$ cat src/rtl/segdisplay_reader.sv
// Snoops a multiplexed active-low 4-digit seven-segment bus, debounces and decodes
// each scanned digit, and converts a complete frame to a binary value (0..9999).
module segdisplay_reader #(
    parameter int STABLE_CYCLES  = 4,
    parameter int TIMEOUT_CYCLES = 1048576
) (
    input  logic        clk,
    input  logic        rst_n,
    input  logic [3:0]  an,
    input  logic [6:0]  seg_in,
    output logic [15:0] num_out,
    output logic        num_valid,
    output logic        digit_err,
    output logic        blank,
    output logic        busy
);
    localparam int SW = (STABLE_CYCLES  > 2) ? $clog2(STABLE_CYCLES)  : 1;
    localparam int TW = (TIMEOUT_CYCLES > 2) ? $clog2(TIMEOUT_CYCLES) : 1;

    typedef enum logic [1:0] {COLLECT, CONVERT, DONE} state_t;

    state_t          state;
    logic [3:0]      an_q;
    logic [6:0]      seg_q;
    logic [SW-1:0]   stab_cnt;
    logic            taken;
    logic [TW-1:0]   tcnt;
    logic [3:0][3:0] digit_q;
    logic [3:0]      seen, bad;
    logic [16:0]     acc;
    logic [1:0]      step;

    logic            pair_chg, accept, stab_full, t_expired;
    logic [1:0]      sel;
    logic [4:0]      dec;
    logic [3:0]      seen_n, bad_n;
    logic [16:0]     acc_n;

    // Active-low segment decode; bit 4 of the result flags a non-decimal pattern.
    function automatic logic [4:0] dec7(input logic [6:0] s);
        case (s)
            7'b1000000: dec7 = 5'd0;
            7'b1111001: dec7 = 5'd1;
            7'b0100100: dec7 = 5'd2;
            7'b0110000: dec7 = 5'd3;
            7'b0011001: dec7 = 5'd4;
            7'b0010010: dec7 = 5'd5;
            7'b0000010: dec7 = 5'd6;
            7'b1111000: dec7 = 5'd7;
            7'b0000000: dec7 = 5'd8;
            7'b0010000: dec7 = 5'd9;
            default:    dec7 = 5'b10000;
        endcase
    endfunction

    always_comb begin
        pair_chg  = ({an, seg_in} != {an_q, seg_q});
        stab_full = (stab_cnt == SW'(STABLE_CYCLES - 1));
        t_expired = (tcnt == TW'(TIMEOUT_CYCLES - 1));
        accept    = stab_full && !taken && $onehot(~an_q);
        sel = 2'd0;
        for (int i = 0; i < 4; i++)
            if (!an_q[i]) sel = 2'(i);
        dec    = dec7(seg_q);
        seen_n = seen;
        bad_n  = bad;
        if (accept) begin
            seen_n[sel] = 1'b1;
            bad_n[sel]  = dec[4];
        end
        // step 0..3 walks digit3 down to digit0, so ~step is the digit index
        acc_n = (acc << 3) + (acc << 1) + {13'd0, digit_q[~step]};
    end

    always_ff @(posedge clk) begin
        if (!rst_n) begin
            state     <= COLLECT;
            an_q      <= 4'hF;
            seg_q     <= 7'h7F;
            stab_cnt  <= '0;
            taken     <= 1'b0;
            tcnt      <= '0;
            digit_q   <= '0;
            seen      <= '0;
            bad       <= '0;
            acc       <= '0;
            step      <= '0;
            num_out   <= '0;
            num_valid <= 1'b0;
            digit_err <= 1'b0;
            blank     <= 1'b0;
            busy      <= 1'b0;
        end else begin
            an_q  <= an;
            seg_q <= seg_in;
            // Stability tracking runs in every state; taken blocks re-accepting a held pair.
            if (pair_chg) begin
                stab_cnt <= '0;
                taken    <= 1'b0;
            end else if (stab_full) begin
                taken <= 1'b1;
            end else begin
                stab_cnt <= stab_cnt + 1'b1;
            end

            num_valid <= 1'b0;
            digit_err <= 1'b0;

            case (state)
                COLLECT: begin
                    if (accept) begin
                        digit_q[sel] <= dec[3:0];
                        tcnt         <= '0;
                        blank        <= 1'b0;
                    end else if (t_expired) begin
                        blank <= 1'b1;
                        tcnt  <= '0;
                    end else begin
                        tcnt <= tcnt + 1'b1;
                    end

                    if (!accept && t_expired) begin
                        seen <= '0;
                        bad  <= '0;
                    end else if (seen_n == 4'hF && bad_n != 4'h0) begin
                        digit_err <= 1'b1;
                        seen      <= '0;
                        bad       <= '0;
                    end else if (seen_n == 4'hF) begin
                        seen  <= seen_n;
                        bad   <= bad_n;
                        acc   <= '0;
                        step  <= '0;
                        busy  <= 1'b1;
                        state <= CONVERT;
                    end else begin
                        seen <= seen_n;
                        bad  <= bad_n;
                    end
                end
                CONVERT: begin
                    acc  <= acc_n;
                    step <= step + 1'b1;
                    if (step == 2'd3) begin
                        num_out   <= acc_n[15:0];
                        num_valid <= 1'b1;
                        state     <= DONE;
                    end
                end
                DONE: begin
                    seen  <= '0;
                    bad   <= '0;
                    tcnt  <= '0;
                    busy  <= 1'b0;
                    state <= COLLECT;
                end
                default: state <= COLLECT;
            endcase
        end
    end
endmodule

$ cat config.mk
export PLATFORM = sky130hd
export DESIGN_NAME = segdisplay_reader
export DESIGN_NICKNAME = d
export VERILOG_FILES = /design/src/rtl/segdisplay_reader.sv
export SDC_FILE = /design/constraint.sdc
export NUM_CORES = 1
export LEC_CHECK = 0
export CAP_MARGIN = 0
export CORE_UTILIZATION = 54
export DETAILED_ROUTE_END_ITERATION = 6
export PLACE_DENSITY = 0.86
export RECOVER_POWER = 25
export SLEW_MARGIN = 30
export SYNTH_ARGS = -nofsm -noshare
export SYNTH_HDL_FRONTEND = slang
export SYNTH_SLANG_ARGS = --single-unit
$ cat constraint.sdc
create_clock -name clk -period 3.3 [get_ports clk]
set_clock_uncertainty 0.2 [all_clocks]
set_input_delay 0.66 -clock clk [delete_from_list [all_inputs] [get_ports clk]]
set_output_delay 0.66 -clock clk [all_outputs]
set_load 0.1 [all_outputs]
==> impl_metrics.tcl, run 1 <==
set metrics [dict create \
    status "finished, violations left" \
    violations "setup timing" \
    core_mm2 0.00933 \
    syn_avg_cell_area_um2 8.93 \
    grt.met3_usage_pct 5.20 \
    seqCellArea_mm2 0.00195 \
    setup_viol 11 \
    crit_type "flip-flop to flip-flop" \
    ys_top_cells_by_area "dfxtp_1 (37%), ha_1 (7.4%), nand2_1 (4.1%)" \
    synth_ff_type "dfxtp_1" \
    max-vdd-ir-drop_v 0.000238 \
    die_x_um 101 \
    hold_violations 0 \
    wl_per_cell_um 16.0 \
    synth_top_cell_area_share_pct 36.8 \
    grtUsageMet2_pct 46.4 \
    cp_max_fo 5 \
    slew_headroom_pct 20.6 \
    die_height_um 101 \
    power_density_mw_per_mm2 331 \
    async_reset_ff_share_pct 0 \
    finalPower_uw 2060 \
    multi_input_area_mm2 0.00328 \
    drtPass1Iterations 4 \
    worstPathRequired_ns 3.37 \
    overflow 0 \
    synth_edf_count 0 \
    min_from "num_out[3]$_SDFFE_PN0P_" \
    cts_hold_buf 0 \
    track_usage_pct 25.8 \
    yosys_warnings 0 \
    cp-start-kind "flip-flop" \
    fin_cells 775 \
    path_clk_slew_ns 0.09 \
    netlist_instances 590 \
    crit_path_cell_trace "fa_1 -> inv_1 -> ha_4 -> ha_4 -> nand4bb_4 -> or3_1 -> o32ai_1 -> o211a_4 -> buf_6 -> nand4_1 -> a221oi_2" \
    numCtsBuffers 9 \
    drc 0 \
    max_freq_mhz 294 \
    clockBufferDepth 2 \
    ioPinCount 33 \
    pre_cts_ws_ns -0.137 \
    wirelength_mm 12.4 \
    rsz0062_at_grt "true" \
    antenna_found_initial 0 \
    drive_above_1_share_pct 19.5 \
    finalMaxSlewViolations 0 \
    min_path_cells 2 \
    dp_cells 755 \
    crit_family "adder cells" \
    port_buffers 32 \
    vias 4637 \
    gp_congestion 0.908 \
    clock-sinks 97 \
    num_rows 35 \
    reg2reg_from "an_q[3]$_SDFF_PN1_" \
    final_nets 689 \
    mappedNetlistNets 637 \
    ys_seq_area_share_pct 36.8 \
    finalCritPeriodShare_pct 103 \
    grt-busiest-layer "met2" \
    reg2reg_slack_ns -0.1 \
    max_stage_delay_ns 0.54 \
    mappedNetlistArea_mm2 0.00527 \
    p_leak_uw 0.00249 \
    viasPerCell 5.98 \
    cts_root_buffer "clkbuf_8" \
    grt_pass1_wl_mm 21.0 \
    synth.largest_area_cell "dfxtp_1" \
    hold_class "flip-flop to flip-flop" \
    place_hpwl_mm 8.55 \
    layout_commonest_cell "dfxtp_1" \
    worst_path_max_delay_cell "fa_1" \
    worstRegToRegCells 11 \
    cts_max_level 3 \
    start_util_pct 56.5 \
    maxCapViolCount 0 \
    syn_to_final_growth_pct 18.0 \
    cp_num_buf_inv 2 \
    crit_path_frequent_cell "ha_4" \
    min_to "num_out[3]$_SDFFE_PN0P_" \
    grt_pass1_vias 4682 \
    ant_nets 0 \
    cts_tree "built" \
    dieArea_mm2 0.0102 \
    crit_path_end_kind "flip-flop" \
    fin_util_pct 66.7 \
    fin_ws_ns -0.0973 \
    synth_seq_cells 97 \
    use_met1_pct 30.3 \
    cp.arrival_ns 3.47 \
    layout_common_cells "dfxtp_1 (94), nand2_1 (57), nor2_1 (49)" \
    drt_iter0_drc 184 \
    diodes 0 \
    yosysUniqueCellTypes 73 \
    fin_crit_ns 3.40 \
    grt_max_degree 30 \
    clock_latency_ns 0.36 \
    worst_r2r_endpoint "busy$_SDFFE_PN0P_" \
    worst_pin_slew_ns 1.20 \
    fill_cells 739 \
]
[cell families (layout without fill, tap and decap cells)]
group,Yosys count,in the layout,share of synthesized area (%)
compound gates,141,142,20.1
xor+xnor,27,27,4.49
fa+ha+maj,34,34,8.50
buf+inv,58,113,4.72
flops,97,97,36.8
mux,19,19,4.58
simple gates,214,214,20.8
[stage by stage]
stage                     cell area [µm²]  TNS (ns)  hold WS (ns)
after CTS                            6160         0         0.260
after global routing                 6220     -1.94         0.285
after floorplan                      5290   -0.0109         0.229
after global placement               5850    -0.657         0.242
after detailed placement             5850     -2.00         0.248
final                                6220    -0.232         0.255
[cell usage after synthesis, types with 3 or more instances]
master and instances:
dfxtp_1 97, nand2_1 57, nor2_1 49, ha_1 31, a21oi_1 28, inv_1 25
clkbuf_1 24, nand3_1 24, nor3_1 23, xor2_1 15, a31oi_1 14, mux2i_1 14
nand2b_1 12, xnor2_1 12, a22o_2 10, o21ai_0 9, a311oi_1 8, nand4_1 8
o211ai_1 7, a41oi_1 6, nor4_1 6, o211a_1 6, a211oi_1 5, a22o_1 5
a22oi_1 5, nor2b_1 5, a21o_1 4, a31o_2 4, and3_1 4, mux4_2 4
or2_2 4, and2_1 3, buf_2 3, fa_1 3, o2111ai_1 3, o21a_1 3
o22ai_1 3, o2bb2ai_1 3, o311a_1 3, o31ai_1 3
[state kept, by name, indices dropped and copies added (netlist names)]
| signal | flops |
|---|---|
| an_q | 4 |
| digit_q | 16 |
| stab_cnt | 2 |
| step | 2 |
| blank | 1 |
| busy | 1 |
| digit_err | 1 |
| tcnt | 20 |
| seg_q | 7 |
| state | 2 |
| num_valid | 1 |
| bad | 4 |
| num_out | 16 |
| seen | 4 |
| acc | 15 |
| taken | 1 |
[report_power, final]
part / internal, µW / switching [µW]
Sequential: 1180 / 16.7
Combinational: 48.9 / 53.8
Clock: 345 / 412
[worst max path at each step]
| stage | endpoint | startpoint | cells after the start | slack (ns) |
|---|---|---|---|---|
| global placement | acc[7]$_SDFFE_PN0P_ | an_q[0]$_SDFF_PN1_ | 10 | -0.06 |
| finish | busy$_SDFFE_PN0P_ | an_q[3]$_SDFF_PN1_ | 11 | -0.1 |
| global route | busy$_SDFFE_PN0P_ | an_q[3]$_SDFF_PN1_ | 11 | -0.17 |
| CTS | acc[13]$_SDFFE_PN0P_ | an_q[3]$_SDFF_PN1_ | 10 | 0.009 |
| detailed placement | acc[13]$_SDFFE_PN0P_ | an_q[0]$_SDFF_PN1_ | 10 | -0.14 |
| floorplan | acc[14]$_SDFFE_PN0P_ | step[0]$_SDFFE_PN0P_ | 11 | -0.01 |
[what timing repair did]
item / 4_1_cts / 5_1_grt
pin swaps: 19 / 8
gates cloned: 1 / 0
gates resized for setup: 23 / 16
endpoints found under the setup margin: 33 / 36
setup buffers: 2 / 2
[area by class of cell]
| class | instances | area share (%) |
|---|---|---|
| inverter | 26 | 1.57 |
| clock buffer | 10 | 2.05 |
| tap | 129 | 2.59 |
| timing repair buffer | 72 | 8.83 |
| sequential | 97 | 31.3 |
| multi-input combinational | 436 | 52.8 |
| clock inverter | 5 | 0.925 |
[worst reg2reg max path, delay by kind of cell, from the launching register on]
kind	cells	cell delay, ns
AOI/OAI and AO/OA	3	0.89
adders and majority gates	3	0.91
buffers and inverters	2	0.19
DFF	1	0.34
and+or+nand+nor	3	0.80
[routing by layer]
| metal | vias to the layer above | share of wire [%] | wire, µm |
|---|---|---|---|
| met2 | 126 | 52 | 6450 |
| li1 | 2285 | - | - |
| met3 | 23 | 4.7 | 579 |
| met4 | 0 | 1.8 | 227 |
| met1 | 2203 | 42 | 5160 |
| met5 | - | 0 | 0 |
Note: power is estimated with default switching activity, not from simulation.
==> inputs of run 2 (changes only) <==
==> constraint.sdc (replaced) <==
create_clock -name clk -period 3.3 [get_ports clk]
set_clock_uncertainty 0.2 [all_clocks]
set_input_delay 0.99 -clock clk [delete_from_list [all_inputs] [get_ports clk]]
set_output_delay 0.99 -clock clk [all_outputs]
set_load 0.1 [all_outputs]
==> results of run 2 <==
No change in the layout: final DEF, timing and power equal those of run 1.
==> inputs of run 3 (changes only) <==
- REMOVE_ABC_BUFFERS: unset -> 1
==> run 3 against run 2 <==
Compared with the run above:
- total power decreased by 1.5%
- the flow still finishes with violations (setup timing)
- register-to-register slack barely moved
- clock power fell by 4.5%
- non-clock buffer count rose by 3
==> impl_metrics.tcl, run 3 (synthesis gave the netlist of run 1 again) <==
set metrics [dict create \
    status "finished, violations left" \
    violations "setup timing" \
    place_hpwl_mm 9.06 \
    max-vdd-ir-drop_v 0.000236 \
    wirelength_mm 14.1 \
    cp-start-kind "flip-flop" \
    fill_cells 683 \
    viasPerCell 6.36 \
    core_mm2 0.00933 \
    maxCapViolCount 0 \
    drc 0 \
    fin_ws_ns -0.0921 \
    biggestRegsByFlops "tcnt x20, digit_q x16, num_out x16" \
    path_clk_slew_ns 0.09 \
    syn_to_final_growth_pct 22.5 \
    worst_pin_slew_ns 1.18 \
    grt_pass1_vias 4753 \
    start_util_pct 56.5 \
    overflow 0 \
    fin_util_pct 69.2 \
    finalMaxSlewViolations 0 \
    clock_latency_ns 0.37 \
    max_stage_delay_ns 0.53 \
    crit_type "flip-flop to flip-flop" \
    antenna_found_initial 0 \
    placed_area_mm2 0.00582 \
    cp_max_fo 4 \
    diodes 0 \
    wl_per_cell_um 18.1 \
    final_nets 691 \
    layout_commonest_cell "dfxtp_1" \
    drtPass1Iterations 5 \
    cp_num_buf_inv 2 \
    clock-sinks 97 \
    slew_headroom_pct 21.6 \
    numCtsBuffers 9 \
    die_height_um 101 \
    drive_above_1_share_pct 22.8 \
    crit_path_end_kind "flip-flop" \
    power_density_mw_per_mm2 314 \
    vias 4947 \
    track_usage_pct 27.4 \
    worstPathRequired_ns 3.36 \
    hold_violations 0 \
    fin_crit_ns 3.39 \
    setup_viol 17 \
    fin_hold_ws_ns 0.259 \
    port_buffers 32 \
    cts_tree "built" \
    top_register "tcnt" \
    crit_path_cell_trace "fa_1 -> inv_1 -> ha_2 -> ha_4 -> nand4bb_4 -> or4b_4 -> nor2_2 -> o22a_1 -> buf_6 -> nand4_1 -> a221oi_1" \
    worst_path_max_delay_cell "fa_1" \
    cts_max_level 3 \
    rsz0062_at_grt "true" \
    gp_congestion 0.959 \
    grt_max_degree 25 \
    layout_common_cells "dfxtp_1 (93), nand2_1 (56), buf_4 (47)" \
    ioPinCount 33 \
    clockBufferDepth 2 \
    grt_pass1_wl_mm 22.1 \
    num_rows 35 \
    p_leak_uw 0.00265 \
    finalPower_uw 2030 \
    die_x_um 101 \
    hold_class "flip-flop to flip-flop" \
    max_freq_mhz 295 \
    crit_family "simple AND/OR/NAND/NOR gates" \
    ant_nets 0 \
    dieArea_mm2 0.0102 \
    largest_reg_flops 20 \
    setup_tns_ns -0.780 \
    cts_root_buffer "clkbuf_8" \
    finalCritPeriodShare_pct 103 \
    cp.arrival_ns 3.45 \
    fin_area_mm2 0.00645 \
    drt_iter0_drc 366 \
]
## run 3: cell types whose count changed in the layout (fill, tap and decap cells not counted), moves of 4 or more
cell     change
a21oi_1      -4
a21oi_2      +4
a22o_2      -10
a22o_4      +10
xnor2_1      -4
xnor2_2      +4
## run 3: stage by stage
step / std cells / setup slack (ns)
after floorplan: 558 / -0.225
after global placement: 755 / -0.122
after detailed placement: 755 / -0.242
after CTS: 777 / -0.0723
after global routing: 778 / -0.193
final: 778 / -0.0921
## run 3: worst paths after layout
path                            depth (start not counted)  slack, ns                       to               startpoint
worst max-delay path                                   11      -0.09        busy$_SDFFE_PN0P_       an_q[0]$_SDFF_PN1_
worst min-delay path                                    2       0.26  num_out[6]$_SDFFE_PN0P_  num_out[6]$_SDFFE_PN0P_
worst max register to register                         11      -0.09        busy$_SDFFE_PN0P_       an_q[0]$_SDFF_PN1_
worst min register to register                          2       0.26  num_out[6]$_SDFFE_PN0P_  num_out[6]$_SDFFE_PN0P_
## run 3: repair_timing
action                     CTS  global route
pin swaps                   23            22
setup endpoints to repair   41            45
cloned                       1             0
hold buffers                 0             0
resized for setup           33            48
buffers inserted             5             3
## run 3: worst min-delay path: cells and delay by family (launching register included)
kind	cells	cell delay [ns]
and+or+nand+nor	1	0.05
DFF	1	0.32
AOI/OAI and AO/OA	1	0.05
## run 3: where the power goes
| group | internal, µW | switching, µW |
|---|---|---|
| Clock | 316 | 407 |
| Combinational | 51.3 | 54.3 |
| Sequential | 1180 | 17.8 |
## run 3: final cells by class
class / instances / area, µm² / area share [%]
Timing Repair Buffer: 75 / 612 / 9.48
Tap cell: 129 / 161 / 2.50
Clock buffer: 14 / 163 / 2.52
Inverter: 26 / 97.6 / 1.51
Clock inverter: 2 / 12.5 / 0.194
Multi-Input combinational cell: 435 / 3460 / 53.6
Sequential cell: 97 / 1950 / 30.2
## run 3: layer usage
| metal | routed length (µm) | vias up | track usage, % |
|---|---|---|---|
| met5 | 0 | - | 0 |
| met4 | 599 | 0 | 15.8 |
| met3 | 916 | 67 | 3.68 |
| met2 | 7300 | 258 | 48.5 |
| met1 | 5300 | 2337 | 31.9 |
| li1 | - | 2285 | - |
